===== src/rtl/noc_local_port.sv =====
// noc_local_port: router local port facing the PE.
// Injection: PE packets enter a small FIFO. Remote heads go to the router.
// Local heads loop back to the PE through the ejection arbiter.
// Ejection: router and loopback packets share a round-robin grant.
// Delivery to the PE is a registered, valid-only strobe.
module noc_local_port #(
    parameter int unsigned DATA_W     = 264,
    parameter int unsigned X_W        = 4,
    parameter int unsigned Y_W        = 4,
    parameter int unsigned MY_X       = 0,
    parameter int unsigned MY_Y       = 0,
    parameter int unsigned FIFO_DEPTH = 4
) (
    input  logic              clk,
    input  logic              rst,
    input  logic [DATA_W-1:0] i_pe_data,
    input  logic              i_pe_valid,
    output logic              o_pe_ready,
    output logic [DATA_W-1:0] o_pe_data,
    output logic              o_pe_valid,
    output logic [DATA_W-1:0] o_rtr_data,
    output logic              o_rtr_valid,
    input  logic              i_rtr_ready,
    input  logic [DATA_W-1:0] i_rtr_data,
    input  logic              i_rtr_valid,
    output logic              o_rtr_ready,
    output logic [31:0]       o_inj_count,
    output logic [31:0]       o_ej_count
);

    localparam int unsigned     AW      = $clog2(FIFO_DEPTH);
    localparam logic [X_W-1:0]  MY_X_L  = X_W'(MY_X);
    localparam logic [Y_W-1:0]  MY_Y_L  = Y_W'(MY_Y);
    localparam logic [AW:0]     DEPTH_L = (AW+1)'(FIFO_DEPTH);

    // Records which requester won the most recent contested cycle.
    typedef enum logic {
        LAST_RTR  = 1'b0,
        LAST_LOOP = 1'b1
    } last_win_e;

    logic [DATA_W-1:0] mem_q [FIFO_DEPTH];
    logic [AW-1:0]     wr_ptr_q, rd_ptr_q;
    logic [AW:0]       cnt_q, cnt_d;
    last_win_e         last_q;
    logic              pe_valid_q;
    logic [DATA_W-1:0] pe_data_q;
    logic [31:0]       inj_cnt_q, ej_cnt_q;

    logic [DATA_W-1:0] head;
    logic              full, empty, head_local;
    logic              loop_req, loop_pri;
    logic              push, pop, loop_gnt, rtr_gnt, contest;

    // FIFO status, head routing and the ejection arbiter decision.
    // Outputs are forced low while rst is high so they drop immediately.
    always_comb begin
        full        = (cnt_q == DEPTH_L);
        empty       = (cnt_q == '0);
        head        = mem_q[rd_ptr_q];
        head_local  = (head[DATA_W-1 -: X_W] == MY_X_L) &&
                      (head[DATA_W-X_W-1 -: Y_W] == MY_Y_L);
        loop_req    = !rst && !empty && head_local;
        loop_pri    = (last_q == LAST_RTR);
        o_pe_ready  = !rst && !full;
        o_rtr_valid = !rst && !empty && !head_local;
        o_rtr_data  = rst ? '0 : head;
        o_rtr_ready = !rst && !(loop_req && loop_pri);
        push        = i_pe_valid && o_pe_ready;
        loop_gnt    = loop_req && (loop_pri || !i_rtr_valid);
        rtr_gnt     = i_rtr_valid && o_rtr_ready;
        pop         = (o_rtr_valid && i_rtr_ready) || loop_gnt;
        contest     = loop_req && i_rtr_valid;
        cnt_d       = cnt_q;
        if (push && !pop) begin
            cnt_d = cnt_q + (AW+1)'(1);
        end else if (!push && pop) begin
            cnt_d = cnt_q - (AW+1)'(1);
        end
    end

    // FIFO storage; contents need no reset because occupancy gates their use.
    always_ff @(posedge clk) begin
        if (push) begin
            mem_q[wr_ptr_q] <= i_pe_data;
        end
    end

    // Pointers, arbiter history, ejection register and counters.
    always_ff @(posedge clk) begin
        if (rst) begin
            wr_ptr_q   <= '0;
            rd_ptr_q   <= '0;
            cnt_q      <= '0;
            last_q     <= LAST_RTR;
            pe_valid_q <= 1'b0;
            pe_data_q  <= '0;
            inj_cnt_q  <= '0;
            ej_cnt_q   <= '0;
        end else begin
            if (push) begin
                wr_ptr_q  <= wr_ptr_q + AW'(1);
                inj_cnt_q <= inj_cnt_q + 32'd1;
            end
            if (pop) begin
                rd_ptr_q <= rd_ptr_q + AW'(1);
            end
            cnt_q <= cnt_d;
            if (contest) begin
                last_q <= loop_pri ? LAST_LOOP : LAST_RTR;
            end
            pe_valid_q <= loop_gnt || rtr_gnt;
            if (loop_gnt) begin
                pe_data_q <= head;
            end else if (rtr_gnt) begin
                pe_data_q <= i_rtr_data;
            end
            if (loop_gnt || rtr_gnt) begin
                ej_cnt_q <= ej_cnt_q + 32'd1;
            end
        end
    end

    assign o_pe_valid  = pe_valid_q;
    assign o_pe_data   = pe_data_q;
    assign o_inj_count = inj_cnt_q;
    assign o_ej_count  = ej_cnt_q;

endmodule


===== config.mk =====
export PLATFORM = sky130hd
export DESIGN_NAME = noc_local_port
export DESIGN_NICKNAME = d
export VERILOG_FILES = /design/src/rtl/noc_local_port.sv
export SDC_FILE = /design/constraint.sdc
export NUM_CORES = 2
export LEC_CHECK = 0
export ABC_AREA = 1
export CAP_MARGIN = 30
export CORE_AREA = 3 3 442 444
export DETAILED_ROUTE_END_ITERATION = 8
export DIE_AREA = 0 0 445 447
export GPL_TIMING_DRIVEN = 0
export SKIP_CTS_REPAIR_TIMING = 1
export SYNTH_ARGS = -nofsm -noshare
export SYNTH_HDL_FRONTEND = slang
export SYNTH_SLANG_ARGS = --single-unit

===== constraint.sdc =====
create_clock -name clk -period 16.2 [get_ports clk]
set_input_delay 3.24 -clock clk [delete_from_list [all_inputs] [get_ports clk]]
set_output_delay 3.24 -clock clk [all_outputs]
set_load 0.1 [all_outputs]

# Word level (Yosys, flattened, before mapping)
# Memories as Yosys holds them, arrays and structs flattened. A register that Yosys moved wholly into a read port is not among the register bits.
# Index checks and enable logic that the tools add are counted.
[word_totals] mem_bits_rw=1056 input_bits=533 mem_count=1 output_inout_bits=596 word_cells=57 ff_bits=337
[memory_table] memory="mem_q" depth=4 word_bits=264 rd=1 rd_ports_with_merged_regs=1 wr=1 line="42" text="logic [DATA_W-1:0] mem_q [FIFO_DEPTH];"
[classes] n_addsub=6 bitwise=1 mux=10 reduce_logical=30 n_eq_ne=1
[op_table] op="264-bit two-way mux" n=3
[op_table] op="32-bit by 1-bit adder with 32-bit output (second input constant)" n=2
[op_table] op="1-bit logical AND" n=14
[op_table] op="1-bit zero test" n=8
[op_table] op="4-bit zero test" n=2
[op_table] op="3-bit two-way mux" n=2
[op_table] op="2-bit by 1-bit adder with 2-bit output (second input constant)" n=2
[op_table] op="2-bit two-way mux" n=2
[op_table] op="2-bit nonzero test" n=2
[op_table] op="3-bit by 1-bit adder with 3-bit output (second input constant)" n=1
[op_table] op="3-bit equality test (second input constant)" n=1
[op_table] op="3-bit zero test" n=1
[op_table] op="1-bit logical OR" n=3
[op_table] op="1-bit two-way mux" n=3
[op_table] op="3-bit by 1-bit subtractor with 3-bit output (second input constant)" n=1
[op_table] op="1-bit NOT" n=1

# Longest topological paths before layout
[depth] ltp_word=10 depth_mapped=20 ltp_nobuf=18

# Least setup slack after synthesis
# OpenSTA, ideal clock, no wires.
[synth_path] path_type="input-to-reg" start="input rst" end="memory mem_q[0][0], enable pin" slack_ps=499 arrival_time_ps=14805 n_path_buf=2 setup_time_ps=895 required_ps=15305 stages=5 path_cell_list="inv_2 -> nand3_1 -> clkbuf_1 -> buf_1 -> nor2_1"
[synth_between] elab_chain_len=5
[synth_rtl] element="from (decl)" line="15" text="input logic rst,"
[synth_rtl] element="1-bit zero test" line="65" text="o_pe_ready = !rst && !full;"
[synth_rtl] element="1-bit logical AND" line="65"
[synth_rtl] element="1-bit logical AND" line="69" text="push = i_pe_valid && o_pe_ready;"
[synth_rtl] element="1-bit two-way mux" line="84" text="if (push) begin"
[synth_rtl] element="1-bit two-way mux (not written as such)" line="85" text="mem_q[wr_ptr_q] <= i_pe_data;"
[synth_rtl] element="to (decl)" line="42"
# No other way between the ends.

# Worst setup path after layout
[layout_path] start="input rst" end="output o_rtr_data[218]"
[layout_between] elab_chain_len=1
[layout_rtl] element="264-bit two-way mux" line="67" text="o_rtr_data = rst ? '0 : head;"
[layout_rtl] element="to (decl)" line="21" text="output logic [DATA_W-1:0] o_rtr_data,"
# No other way between the ends.

==> run metrics <==
Initial Util=between 30% and 40%; Synth area leader=edfxtp_1; antenna-violating nets left=0; drt first pass iters=6; # rows=161; Static Leak=32.3 nW; Post-Synth Simple-Gate Area=20.4%; # port buffers=around 1100; IO Count=1129; Total Power=about 10 mW; commonest non-fill, non-tap cell in the layout=nand2_1; Setup Skew=0.0362 ns; commonest non-fill, non-tap cells in the layout=nand2_1 (1347), clkdlybuf4s50_1 (1128), edfxtp_1 (1056); cell count after synthesis=6129; clk_lat worst skew=0.81 ns; min cycle time layout=about 11 ns; Final period util=65.4%; CP Data Required Time=around 13 ns; kind of critical path=input pin to primary output; Synth Area in Adders=less than 1%; CTS sink cnt=1395; Slew headroom=between 20% and 30%; Setup Viol. Count Final=0; largest family of logic cells by synthesized area=simple AND/OR/NAND/NOR gates; first-pass GRT wire length=around 380 mm; gr usage total=26.7%; mux cell area share after synthesis=0%; CTS Buffer Depth=3; Least-Margin Pin Slew=1.08 ns; hold path depth=2; Max Fanout on Critical Path=10; fmax=0.0944 GHz; area of the mapped netlist=59400 um^2; RSZ-0062 raised after global routing=false; Yosys Warn Count=0; P&R area growth vs syn=40.6%; worst reg2reg path depth=12; syn avg cell area=9.69 um^2; clk slew on worst S/H paths=around 0.060 ns; routed len/inst=26.8 um; initial detailed-routing violation count=4965; startpoint types=input pin; pin count of the biggest net entering global routing=28; #FFs+latches synth=around 1400; ranking of synthesized cells by area=edfxtp_1 (53%), dfxtp_1 (11%), nand2_1 (8.5%); critical path capture point type=primary output; TritonCTS clock tree=yes; total CTS buffers=156; Placeable Area=192000 um^2; vias=51800; net count after synthesis=6670; vias per std cell=5.03; worst vdd ir=0.0759 mV; share of post-route cells with drive strength above 1=6.54%; DIE HEIGHT=447 um; drc violations=0; Power Dens Cells=118 nW/um^2; die area=~200000 um^2; sequential element share of the synthesized area=64.8%; Netlist cell types=29; post-route setup TNS=0 ns; Max Transition Viols Final=0; antenna violations before repair=95; H-tree depth=4; compound-gate portion of the synthesized area=6.87%; drt total wl=276 mm; fill count=18300; width of the die=445 um; grt ovf=0; class of the worst hold path=flop to flop; Max Cap Viol=0; final hold violation count=0; number of global-route vias before repair=49500; Post-Synth XOR/XNOR Area=0.560%; outcome=finished clean; arrival time worst endpoint=7.35 ns; nets@finish=around 8000; DP Wirelength=213 mm; Final Wtd Congestion=0.979; post-synth top area share=53.4%; clock root buffer master=clkbuf_16
==> area by class of cell <==
| type | count | area, um^2 | share of cell area [%] |
|---|---|---|---|
| Inverter | 680 | 2550 | 3.06 |
| Antenna cell | 55 | 138 | 0.165 |
| Multi-Input combinational cell | 3650 | 16700 | 20.0 |
| Clock buffer | 196 | 4150 | 4.97 |
| Clock inverter | 93 | 1050 | 1.25 |
| Tap cell | 2526 | 3160 | 3.79 |
| Buffer | 404 | 1720 | 2.06 |
| Sequential cell | 1395 | 38500 | 46.1 |
| Timing Repair Buffer | 1305 | 15500 | 18.6 |
==> critical path: stages <==
cell and delay [ns]:
clkdlybuf4s50_1 0.64, clkbuf_1 0.71, clkbuf_2 0.63, clkbuf_1 0.67, nor2_1 0.35, clkdlybuf4s50_1 1.08
==> final timing paths <==
| check | from | to | slack [ns] |
|---|---|---|---|
| setup / recovery | rst | o_rtr_data[218] | 5.61 |
| hold / removal | o_pe_data[163] | o_pe_data[163] | 0.48 |
| setup reg to reg | flop | o_pe_data[20] | 12.49 |
| hold reg to reg | o_pe_data[163] | o_pe_data[163] | 0.48 |
==> Yosys cell counts (all sizes together) <==
library cell     n
nand4           95
clkbuf         315
a21oi          323
inv            680
nand3b           4
nor3            27
o21a             2
o211ai          13
nor3b            2
xor2            22
edfxtp        1056
ha               7
buf             89
fa               1
o31ai            1
a31oi            2
nand3          468
nor2          1046
dfxtp          339
a32oi          256
o21ai           18
xnor2           16
nand2         1347
==> cells by family (layout without fill, tap and decap cells) <==
kind of cell / count (synthesis) / after routing
other: 0 / 55
AND/OR/NAND/NOR: 2989 / 2989
flip-flops: 1395 / 1395
XOR/XNOR: 38 / 38
adder cells (fa/ha/maj): 8 / 8
AO/OA/AOI/OAI: 615 / 615
buffers and inverters: 1084 / 2678
==> where the power goes <==
group | switching (mW) | leakage (nW) | total, mW | internal [mW]
registers | 0.0459 | 12.4 | 4.02 | 3.97
logic | 1.61 | 17.4 | 2.21 | 0.595
clock network | 1.52 | 2.51 | 3.63 | 2.11
total | 3.18 | 32.3 | 9.86 | 6.68
==> per-layer routing <==
layer	vias up	part of all wire, %	global-route usage (%)
li1	23500	-	-
met1	25300	37	31.0
met2	2403	50	46.0
met3	539	7.3	5.86
met4	46	5.7	14.5
met5	-	0.11	0
==> sequential cells by signal, indices dropped and copies added, names as in the netlist, named ones only <==
name,cells
cnt_q,3
o_pe_data,264
wr_ptr_q,2
mem_q,1056
o_ej_count,32
rd_ptr_q,2
last_q,1
o_inj_count,32
o_pe_valid,1
==> stage by stage <==
step	setup slack, ns	utilization [%]	area, um^2	instances	hold WS (ns)
final	5.61	43.5	83500	10300	0.477
after floorplan	0.499	-	59400	6129	0.452
after global placement	-11.54	38.5	73800	9783	0.460
after global routing	5.48	43.5	83400	10300	0.503
after CTS	5.48	43.4	83300	10200	0.479
after detailed placement	5.49	40.7	78100	9959	0.468
(Power assumes the default switching activity.)
